### config.mk
export PLATFORM = sky130hd
export DESIGN_NAME = dshot_arming_controller_flat
export DESIGN_NICKNAME = d
export VERILOG_FILES = /design/src/rtl/dshot_arming_controller_if.sv /design/src/rtl/dshot_arming_controller.sv /design/src/flat_wrapper.sv
export SDC_FILE = /design/constraint.sdc
export NUM_CORES = 1
export LEC_CHECK = 0
export CAP_MARGIN = 25
export CORE_MARGIN = 2
export CORE_UTILIZATION = 40
export DETAILED_ROUTE_END_ITERATION = 10
export SYNTH_ARGS = -nofsm -noshare
export SYNTH_HDL_FRONTEND = slang
export SYNTH_SLANG_ARGS = --single-unit
### constraint.sdc
create_clock -name clk -period 4.7 [get_ports clk]
set_clock_uncertainty 0.05 [all_clocks]
set_input_delay 0.47 -clock clk [delete_from_list [all_inputs] [get_ports clk]]
set_output_delay 0.47 -clock clk [all_outputs]
set_load 0.1 [all_outputs]
### src/rtl/dshot_arming_controller_if.sv
// Decoded-frame input bundle and motor-facing outputs of the DShot arming
// controller. The frame receiver side is the master; the controller is the slave.
interface dshot_arming_controller_if;
   // frame_strobe is a one-cycle qualifier: the data fields are only meaningful
   // in a cycle where it is high, and every high cycle is a distinct frame
   // (there is no ready/back-pressure; the controller accepts every strobe).
   logic        frame_strobe;
   logic [10:0] set_speed;
   logic [5:0]  special_command;
   logic        is_special_command;
   logic        crc_valid;
   logic [10:0] throttle;
   logic        armed;
   logic        failsafe;
   logic        cmd_strobe;
   logic [5:0]  cmd_code;
   logic [1:0]  state;

   modport master (
      output frame_strobe, set_speed, special_command, is_special_command, crc_valid,
      input  throttle, armed, failsafe, cmd_strobe, cmd_code, state
   );

   modport slave (
      input  frame_strobe, set_speed, special_command, is_special_command, crc_valid,
      output throttle, armed, failsafe, cmd_strobe, cmd_code, state
   );
endinterface

### src/rtl/dshot_arming_controller.sv
// DShot arming controller: turns decoded frames into a safe throttle.
// Handles the zero-frame arming sequence, command qualification by repetition,
// link-loss timeout and CRC-error bursts. All outputs come straight from flops.
module dshot_arming_controller #(
   parameter int ARM_FRAMES     = 10,
   parameter int CMD_REPEAT     = 6,
   parameter int TIMEOUT_CYCLES = 16000,
   parameter int ERR_LIMIT      = 4
) (
   input logic                      clk,
   input logic                      reset_n,
   dshot_arming_controller_if.slave bus
);

   localparam logic [1:0] ST_DISARMED = 2'b00;
   localparam logic [1:0] ST_ARMED    = 2'b01;
   localparam logic [1:0] ST_FAILSAFE = 2'b10;

   localparam int AW = $clog2(ARM_FRAMES + 1);
   localparam int CW = $clog2(CMD_REPEAT + 1);
   localparam int TW = $clog2(TIMEOUT_CYCLES + 1);
   localparam int EW = $clog2(ERR_LIMIT + 1);

   localparam logic [AW-1:0] ARM_LAST = AW'(ARM_FRAMES - 1);
   localparam logic [CW-1:0] CMD_LAST = CW'(CMD_REPEAT - 1);
   localparam logic [CW-1:0] CMD_MAX  = CW'(CMD_REPEAT);
   localparam logic [TW-1:0] TO_LAST  = TW'(TIMEOUT_CYCLES - 1);
   localparam logic [TW-1:0] TO_MAX   = TW'(TIMEOUT_CYCLES);
   localparam logic [EW-1:0] ERR_LAST = EW'(ERR_LIMIT - 1);

   logic [1:0]    r_state;
   logic [10:0]   r_throttle;
   logic [AW-1:0] r_arm_cnt;
   logic [EW-1:0] r_err_cnt;
   logic [TW-1:0] r_to_cnt;
   logic [CW-1:0] r_cmd_cnt;
   logic [5:0]    r_cmd_prev;
   logic [5:0]    r_cmd_code;
   logic          r_cmd_strobe;

   logic [1:0]    w_state_nxt;
   logic [10:0]   w_throttle_nxt;
   logic [AW-1:0] w_arm_cnt_nxt;
   logic [EW-1:0] w_err_cnt_nxt;
   logic [TW-1:0] w_to_cnt_nxt;
   logic [CW-1:0] w_cmd_cnt_nxt;
   logic [5:0]    w_cmd_prev_nxt;
   logic [5:0]    w_cmd_code_nxt;
   logic          w_cmd_strobe_nxt;

   // Frame classification
   logic w_vf, w_bf, w_zf, w_sf, w_cf, w_timeout, w_qualify;
   assign w_vf = bus.frame_strobe & bus.crc_valid;
   assign w_bf = bus.frame_strobe & ~bus.crc_valid;
   assign w_zf = w_vf & bus.is_special_command & (bus.special_command == 6'd0);
   assign w_sf = w_vf & ~bus.is_special_command;
   assign w_cf = w_vf & bus.is_special_command & (bus.special_command != 6'd0)
               & (bus.special_command < 6'd48);
   // A valid frame in the cycle the timer would expire wins over the timeout.
   assign w_timeout = ~w_vf & (r_to_cnt == TO_LAST);
   // Commands are only acted on while the motor cannot be spinning.
   assign w_qualify = (r_state == ST_DISARMED) | ((r_state == ST_ARMED) & (r_throttle == 11'd0));

   // Link timer, arming/error counters, state and throttle next values
   always_comb begin
      w_to_cnt_nxt   = r_to_cnt;
      w_state_nxt    = r_state;
      w_throttle_nxt = r_throttle;
      w_arm_cnt_nxt  = r_arm_cnt;
      w_err_cnt_nxt  = r_err_cnt;

      if (w_vf)
         w_to_cnt_nxt = '0;
      else if (r_to_cnt != TO_MAX)
         w_to_cnt_nxt = r_to_cnt + TW'(1);

      case (r_state)
         ST_DISARMED: begin
            w_throttle_nxt = 11'd0;
            if (w_zf) begin
               if (r_arm_cnt == ARM_LAST) begin
                  w_state_nxt   = ST_ARMED;
                  w_arm_cnt_nxt = '0;
               end else begin
                  w_arm_cnt_nxt = r_arm_cnt + AW'(1);
               end
            end else if (w_vf | w_bf | w_timeout) begin
               w_arm_cnt_nxt = '0;
            end
         end
         ST_ARMED: begin
            if (w_vf) w_err_cnt_nxt = '0;
            if (w_sf) w_throttle_nxt = bus.set_speed;
            if (w_zf) w_throttle_nxt = 11'd0;
            if (w_bf) begin
               if (r_err_cnt == ERR_LAST) begin
                  w_state_nxt    = ST_FAILSAFE;
                  w_throttle_nxt = 11'd0;
                  w_err_cnt_nxt  = '0;
               end else begin
                  w_err_cnt_nxt = r_err_cnt + EW'(1);
               end
            end
            if (w_timeout) begin
               w_state_nxt    = ST_FAILSAFE;
               w_throttle_nxt = 11'd0;
               w_err_cnt_nxt  = '0;
            end
         end
         ST_FAILSAFE: begin
            w_throttle_nxt = 11'd0;
            if (w_zf) begin
               w_state_nxt   = ST_DISARMED;
               w_arm_cnt_nxt = '0;
            end
         end
         default: begin
            w_state_nxt    = ST_DISARMED;
            w_throttle_nxt = 11'd0;
            w_arm_cnt_nxt  = '0;
            w_err_cnt_nxt  = '0;
         end
      endcase
   end

   // Command qualification: a run of identical codes fires once at CMD_REPEAT
   always_comb begin
      w_cmd_cnt_nxt    = r_cmd_cnt;
      w_cmd_prev_nxt   = r_cmd_prev;
      w_cmd_code_nxt   = r_cmd_code;
      w_cmd_strobe_nxt = 1'b0;

      if ((w_state_nxt != r_state) | w_sf | w_zf | w_bf) begin
         w_cmd_cnt_nxt = '0;
      end else if (w_cf & w_qualify) begin
         if ((r_cmd_cnt != '0) & (bus.special_command == r_cmd_prev)) begin
            // Saturated runs hold silently until broken.
            if (r_cmd_cnt != CMD_MAX) begin
               w_cmd_cnt_nxt = r_cmd_cnt + CW'(1);
               if (r_cmd_cnt == CMD_LAST) begin
                  w_cmd_strobe_nxt = 1'b1;
                  w_cmd_code_nxt   = bus.special_command;
               end
            end
         end else begin
            w_cmd_cnt_nxt  = CW'(1);
            w_cmd_prev_nxt = bus.special_command;
            if (CMD_REPEAT == 1) begin
               w_cmd_strobe_nxt = 1'b1;
               w_cmd_code_nxt   = bus.special_command;
            end
         end
      end
   end

   // State register with asynchronous clear to the safe, disarmed condition
   always_ff @(posedge clk or negedge reset_n) begin
      if (!reset_n) begin
         r_state      <= ST_DISARMED;
         r_throttle   <= 11'd0;
         r_arm_cnt    <= '0;
         r_err_cnt    <= '0;
         r_to_cnt     <= '0;
         r_cmd_cnt    <= '0;
         r_cmd_prev   <= 6'd0;
         r_cmd_code   <= 6'd0;
         r_cmd_strobe <= 1'b0;
      end else begin
         r_state      <= w_state_nxt;
         r_throttle   <= w_throttle_nxt;
         r_arm_cnt    <= w_arm_cnt_nxt;
         r_err_cnt    <= w_err_cnt_nxt;
         r_to_cnt     <= w_to_cnt_nxt;
         r_cmd_cnt    <= w_cmd_cnt_nxt;
         r_cmd_prev   <= w_cmd_prev_nxt;
         r_cmd_code   <= w_cmd_code_nxt;
         r_cmd_strobe <= w_cmd_strobe_nxt;
      end
   end

   // State encoding is one-hot-ish, so armed/failsafe are direct flop bits.
   assign bus.state      = r_state;
   assign bus.armed      = r_state[0];
   assign bus.failsafe   = r_state[1];
   assign bus.throttle   = r_throttle;
   assign bus.cmd_strobe = r_cmd_strobe;
   assign bus.cmd_code   = r_cmd_code;

endmodule
### src/flat_wrapper.sv
// flat-port wrapper written by rule: the top's interface ports become plain ports
module dshot_arming_controller_flat 
#(
   parameter int ARM_FRAMES     = 10,
   parameter int CMD_REPEAT     = 6,
   parameter int TIMEOUT_CYCLES = 16000,
   parameter int ERR_LIMIT      = 4
)
  (clk, reset_n, bus_frame_strobe, bus_set_speed, bus_special_command, bus_is_special_command, bus_crc_valid, bus_throttle, bus_armed, bus_failsafe, bus_cmd_strobe, bus_cmd_code, bus_state);
  dshot_arming_controller_if bus_i ();
  input logic clk;
  input logic reset_n;
  input wire logic [$bits(bus_i.frame_strobe)-1:0] bus_frame_strobe;
  input wire logic [$bits(bus_i.set_speed)-1:0] bus_set_speed;
  input wire logic [$bits(bus_i.special_command)-1:0] bus_special_command;
  input wire logic [$bits(bus_i.is_special_command)-1:0] bus_is_special_command;
  input wire logic [$bits(bus_i.crc_valid)-1:0] bus_crc_valid;
  output wire logic [$bits(bus_i.throttle)-1:0] bus_throttle;
  output wire logic [$bits(bus_i.armed)-1:0] bus_armed;
  output wire logic [$bits(bus_i.failsafe)-1:0] bus_failsafe;
  output wire logic [$bits(bus_i.cmd_strobe)-1:0] bus_cmd_strobe;
  output wire logic [$bits(bus_i.cmd_code)-1:0] bus_cmd_code;
  output wire logic [$bits(bus_i.state)-1:0] bus_state;
  assign bus_i.frame_strobe = bus_frame_strobe;
  assign bus_i.set_speed = bus_set_speed;
  assign bus_i.special_command = bus_special_command;
  assign bus_i.is_special_command = bus_is_special_command;
  assign bus_i.crc_valid = bus_crc_valid;
  assign bus_throttle = bus_i.throttle;
  assign bus_armed = bus_i.armed;
  assign bus_failsafe = bus_i.failsafe;
  assign bus_cmd_strobe = bus_i.cmd_strobe;
  assign bus_cmd_code = bus_i.cmd_code;
  assign bus_state = bus_i.state;
  dshot_arming_controller #(.ARM_FRAMES(ARM_FRAMES), .CMD_REPEAT(CMD_REPEAT), .TIMEOUT_CYCLES(TIMEOUT_CYCLES), .ERR_LIMIT(ERR_LIMIT)) u_core (.clk(clk), .reset_n(reset_n), .bus(bus_i));
endmodule
==> flow_summary.yaml, run 1 <==
grt:
  grt_pass1_wl_um: 9370
  grt_pass1_vias: 2006
  grt_max_degree: 51
  track_usage_pct: 15.8
  antenna_found_initial: 0
  grt-ovfl-total: 0
floorplanning:
  die_w_um: 85.3
  coreArea_sq_um: 6390
  dieArea_sq_um: 7270
  start_util_pct: 41.4
  die_h_um: 85.3
  io_pins: 44
  rows: 29
sta:
  worst_pin_slew_ns: 0.975
  rsz0062_at_grt: "no"
  min_period_over_period_pct: 58.3
  min_period_ns: 2.74
  finalSetupViolations: 0
  slew_viol_final: 0
  timing.fmax_ghz: 0.365
  fin_tns_setup_ns: 0
  hold_violations: 0
  fin_ws_ns: 1.96
  whs_ns: 0.215
  relSlewSlack_pct: 34.8
clock_network:
  cts_root_buf: "clkbuf_8"
  path_clk_slew_ns: 0.10
  clockBufferDepth: 2
  htreeDepth: 2
  holdBufCountCts: 0
  cts_tree: "done"
  post_cts_resized: 0
  cts_sinks: 50
  post_cts_buffers: 0
  clkLatencyLatePin_ns: 0.31
  cts_inserted_buffers: 5
logic_synthesis:
  synth_area_leaders: "dfrtp_1, nand2_1, a21oi_1"
  synthCells: 259
  syn-cell-area_sq_um: 2640
  ys.warnings.count: 0
  synth_area_leader_cell: "dfrtp_1"
  ys_ff_latch: 50
  ys_seq_area_share_pct: 47.3
  synth_edf_count: 0
  yosys_most_used_dff: "dfrtp_1"
  async_flop_share_pct: 100
  syn_area_per_cell_sq_um: 10.2
  synth_cell_types: 51
  synth.net_count: 290
  synth_top_area_share_pct: 47.3
critical_path:
  cp_num_buf_inv: 1
  cp.arrival_ns: 2.22
  rrSetupSlack_ns: 2.53
  cpPeakStageDelay_ns: 1.23
  cp_cell_sequence: "clkdlybuf4s50_1"
  crit_path_start_kind: "register"
  required_ns: 4.18
  critPathMaxFanout: 16
  reg2reg_from: "u_core.bus.throttle[9]"
  end_kind: "output pin"
  critPathKind: "reg -> out"
  slowest_stage: "clkdlybuf4s50_1"
  ff2ff_path_depth: 5
  rr_endpoint: "u_core.bus.cmd_code[3]"
  cp_top_family: "buffers and inverters"
final_layout:
  final_cell_mix: "dfrtp_1, clkdlybuf4s50_1, nand2_1"
  antenna_cells: 0
  finalNetCount: 331
  syn_to_final_growth_pct: 21.4
  drive_gt1_share_pct: 11.0
  layout_commonest_cell: "dfrtp_1"
power_and_ir_drop:
  leakage_nw: 1.41
  p_per_area_nw_per_um2: 265
  vdd_ir_drop_max_uv: 131
  total_power_w: 0.000849
routing:
  drt_iter0_markers: 66
  drc: 0
  ant_nets: 0
  drtPass1Iterations: 4
  vias: 1992
  wl_per_cell_um: 14.1
  wirelength_um: 5330
  vias_per_cell: 5.27
run_status:
  outcome: "completed"
placed_design:
  pre_cts_slack_ns: 1.75
  port_buffers: 43
  place_hpwl_um: 3830
  place.gp.congestion: 0.843
worst_hold_path:
  hp-class: "in -> async"
run:
  drv_cap: 0
[state kept, by name, summed over array words and instances, names as in the netlist]
register and cells:
u_core.bus.throttle 11, u_core.r_cmd_prev 6, u_core.r_to_cnt 14, u_core.r_cmd_cnt 3, u_core.r_arm_cnt 4, u_core.bus.state 2
u_core.r_err_cnt 3, u_core.bus.cmd_strobe 1, u_core.bus.cmd_code 6
[routing by layer]
layer	share of wire (%)	global-route usage (%)	wire length [um]
met1	52	23.4	2770
met2	43	23.7	2310
met3	3.8	2.92	202
met4	1.1	4.76	57
met5	0	0	0
[per-stage QoR]
step / utilization [%] / instances / instance area, sq um
after floorplan: - / 259 / 2640
after global placement: 48.8 / 370 / 3120
after detailed placement: 48.8 / 370 / 3120
after CTS: 50.3 / 378 / 3210
after global routing: 50.3 / 378 / 3210
final: 50.3 / 378 / 3210
[Yosys cell counts (all sizes together) (4+ instances only)]
cell / number
a21o: 5
a21oi: 23
and3: 5
buf: 6
clkbuf: 4
dfrtp: 50
ha: 9
inv: 9
mux2: 10
nand2: 39
nand2b: 6
nand3: 9
nand4: 6
nor2: 14
nor3: 6
o21ai: 7
xnor2: 4
xor2: 11
[cell families (layout without fill, tap and decap cells)]
group                    Yosys count  count (layout)  share of synthesized area [%]
multiplexers                      10              10                           4.26
buffers and inverters             19              61                           3.41
XOR/XNOR                          15              15                           4.97
AND/OR/NAND/NOR                  102             102                           20.8
adder cells (fa/ha/maj)            9               9                           4.26
flip-flops                        50              50                           47.3
AO/OA/AOI/OAI                     54              54                           14.9
[how the worst max path moves through the flow]
stage                                         to  depth (start not counted)           startpoint  slack [ns]
after detailed placement  u_core.bus.throttle[1]                          6     bus_frame_strobe        1.75
after floorplan           u_core.bus.cmd_code[0]                          5  u_core.bus.state[1]        2.37
after global routing                   bus_armed                          1  u_core.bus.state[0]        1.86
after CTS                           bus_state[0]                          1  u_core.bus.state[0]        1.93
after global placement    u_core.bus.throttle[8]                          6     bus_frame_strobe        1.82
final                                  bus_armed                          1  u_core.bus.state[0]        1.96
[power by group]
group	leakage, nW	total (W)	internal [W]	switching [W]
combinational	0.697	0.000110	0.0000555	0.0000550
sequential	0.672	0.000479	0.000454	0.0000254
clock	0.0447	0.000260	0.000108	0.000152
[layout make-up]
class	count	area, sq um
Clock buffer	5	68.8
Clock inverter	3	25.0
Fill cell	583	3180
Inverter	9	33.8
Multi-Input combinational cell	190	1300
Sequential cell	50	1250
Tap cell	77	96.3
Timing Repair Buffer	44	433
Power figures use the tool's default switching activity.
==> run 2: changes to the inputs <==
Settings changed: PLACE_DENSITY set to 0.65.
Clock period 4.7 ns to 2.4 ns, I/O delays scaled along.
==> flow_summary.yaml, run 2 (synthesis results as in run 1) <==
clock_network:
  cts_inserted_buffers: 5
  clockBufferDepth: 2
  htreeDepth: 2
  post_cts_buffers: 0
  path_clk_slew_ns: 0.09
  clkLatencyLatePin_ns: 0.31
  cts_tree: "done"
  post_cts_resized: 0
  cts_root_buf: "clkbuf_8"
  cts_sinks: 50
routing:
  drtPass1Iterations: 4
  drc: 0
  vias: 2070
  wirelength_um: 5430
  wl_per_cell_um: 13.7
  ant_nets: 0
  vias_per_cell: 5.21
  drt_iter0_markers: 93
power_and_ir_drop:
  leakage_nw: 1.57
  vdd_ir_drop_max_uv: 384
  p_per_area_nw_per_um2: 537
final_layout:
  nFillCells: 608
  fin_area_sq_um: 3330
  final_cell_mix: "dfrtp_1, buf_4, nand2_1"
  regMostFlops: "u_core.r_to_cnt"
  layout_commonest_cell: "dfrtp_1"
  largest_reg_flops: 14
  syn_to_final_growth_pct: 26.0
  drive_gt1_share_pct: 22.8
  antenna_cells: 0
  finalNetCount: 350
critical_path:
  required_ns: 2.57
  critPathKind: "in -> reg"
  critPathMaxFanout: 7
  end_kind: "register"
  cp.arrival_ns: 2.27
  crit_path_start_kind: "input pin"
  ff2ff_path_depth: 6
sta:
  slew_viol_final: 0
  timing.fmax_ghz: 0.476
  min_period_over_period_pct: 87.6
  fin_tns_setup_ns: 0
  relSlewSlack_pct: 58.1
  finalSetupViolations: 0
  hold_violations: 0
  min_period_ns: 2.10
  worst_pin_slew_ns: 0.629
  rsz0062_at_grt: "no"
grt:
  grt_pass1_wl_um: 9110
  grt_pass1_vias: 1924
  track_usage_pct: 15.6
  grt-ovfl-total: 0
  grt_max_degree: 51
  antenna_found_initial: 0
placed_design:
  port_buffers: 43
  dpl_cell_area_sq_um: 3210
  place.gp.congestion: 0.806
  place_hpwl_um: 4000
floorplanning:
  die_h_um: 85.3
  die_w_um: 85.3
  start_util_pct: 41.4
  coreArea_sq_um: 6390
  dieArea_sq_um: 7270
  io_pins: 44
  rows: 29
worst_hold_path:
  hp-class: "in -> reg"
  min_delay_path_depth: 3
run_status:
  outcome: "completed"
run:
  drv_cap: 0
==> run 2: changes by cell type in the layout (fill, tap and decap cells not counted), sizes merged <==
cell,change
buf,+40
clkdlybuf4s50,-22
bufinv,+1
clkinvlp,-1
dlygate4sd3,+1
==> run 2: final timing paths <==
check                                  startpoint                      to  slack [ns]
min                              bus_set_speed[7]  u_core.bus.throttle[7]        0.41
min reg2reg                u_core.bus.cmd_code[5]  u_core.bus.cmd_code[5]        0.47
max in group asynchronous                 reset_n     u_core.r_err_cnt[2]        1.36
max reg2reg                    u_core.r_to_cnt[1]  u_core.bus.throttle[1]        0.34
min in group asynchronous                 reset_n      u_core.r_to_cnt[9]        0.51
max                        bus_special_command[1]     u_core.r_cmd_cnt[1]        0.30
==> run 2: cell type report <==
type	count	area [sq um]	area share [%]
clock inverter	3	43.8	1.31
sequential	50	1250	37.6
tap	77	96.3	2.89
multi-input combinational	190	1300	39.1
inverter	9	33.8	1.01
timing repair buffer	63	536	16.1
clock buffer	5	68.8	2.07
==> run 2: layer usage <==
metal | GRT usage [%] | vias up | share of wire (%)
met1 | 22.4 | 1006 | 50
met2 | 23.7 | 28 | 46
met3 | 3.02 | 9 | 2.9
met5 | 0 | - | 0
li1 | - | 1027 | -
met4 | 5.48 | 0 | 1.6
==> run 2: what timing repair did <==
| item | 4_1_cts | 5_1_grt |
|---|---|---|
| hold buffers | 1 | 0 |
| hold endpoints to repair | 23 | 0 |
| endpoints found under the setup margin | 0 | 0 |
==> run 2: critical path, cell delays in order <==
cell             delay (ns)
clkdlybuf4s50_1        0.41
or4_4                  0.58
o311ai_4               0.31
a211o_1                0.31
buf_4                  0.17
a31oi_2                0.04
o32ai_2                0.20
==> run 2: report_power, final <==
group	leakage [nW]	internal (W)	switching [W]
Combinational	0.841	0.000126	0.000116
Clock	0.0585	0.000313	0.000295
Sequential	0.672	0.000889	0.0000509
Total	1.57	0.00133	0.000462
==> run 2: through the flow <==
stage,power (W),hold WS (ns),cells,utilization (%),worst slack [ns]
floorplan,0.00108,-0.106,259,-,0.0665
global placement,0.00119,0.339,388,50.2,0.0234
detailed placement,0.00120,0.337,388,50.2,-0.0364
CTS,0.00181,0.402,397,52.2,0.293
global route,0.00188,0.406,397,52.2,0.205
finish,0.00179,0.409,397,52.2,0.298
==> run 3: changes to the inputs <==
Settings changed: CTS_CLUSTER_SIZE set to 20.
==> results of run 3 <==
The final DEF is identical to that of run 2; final timing and power are the same.
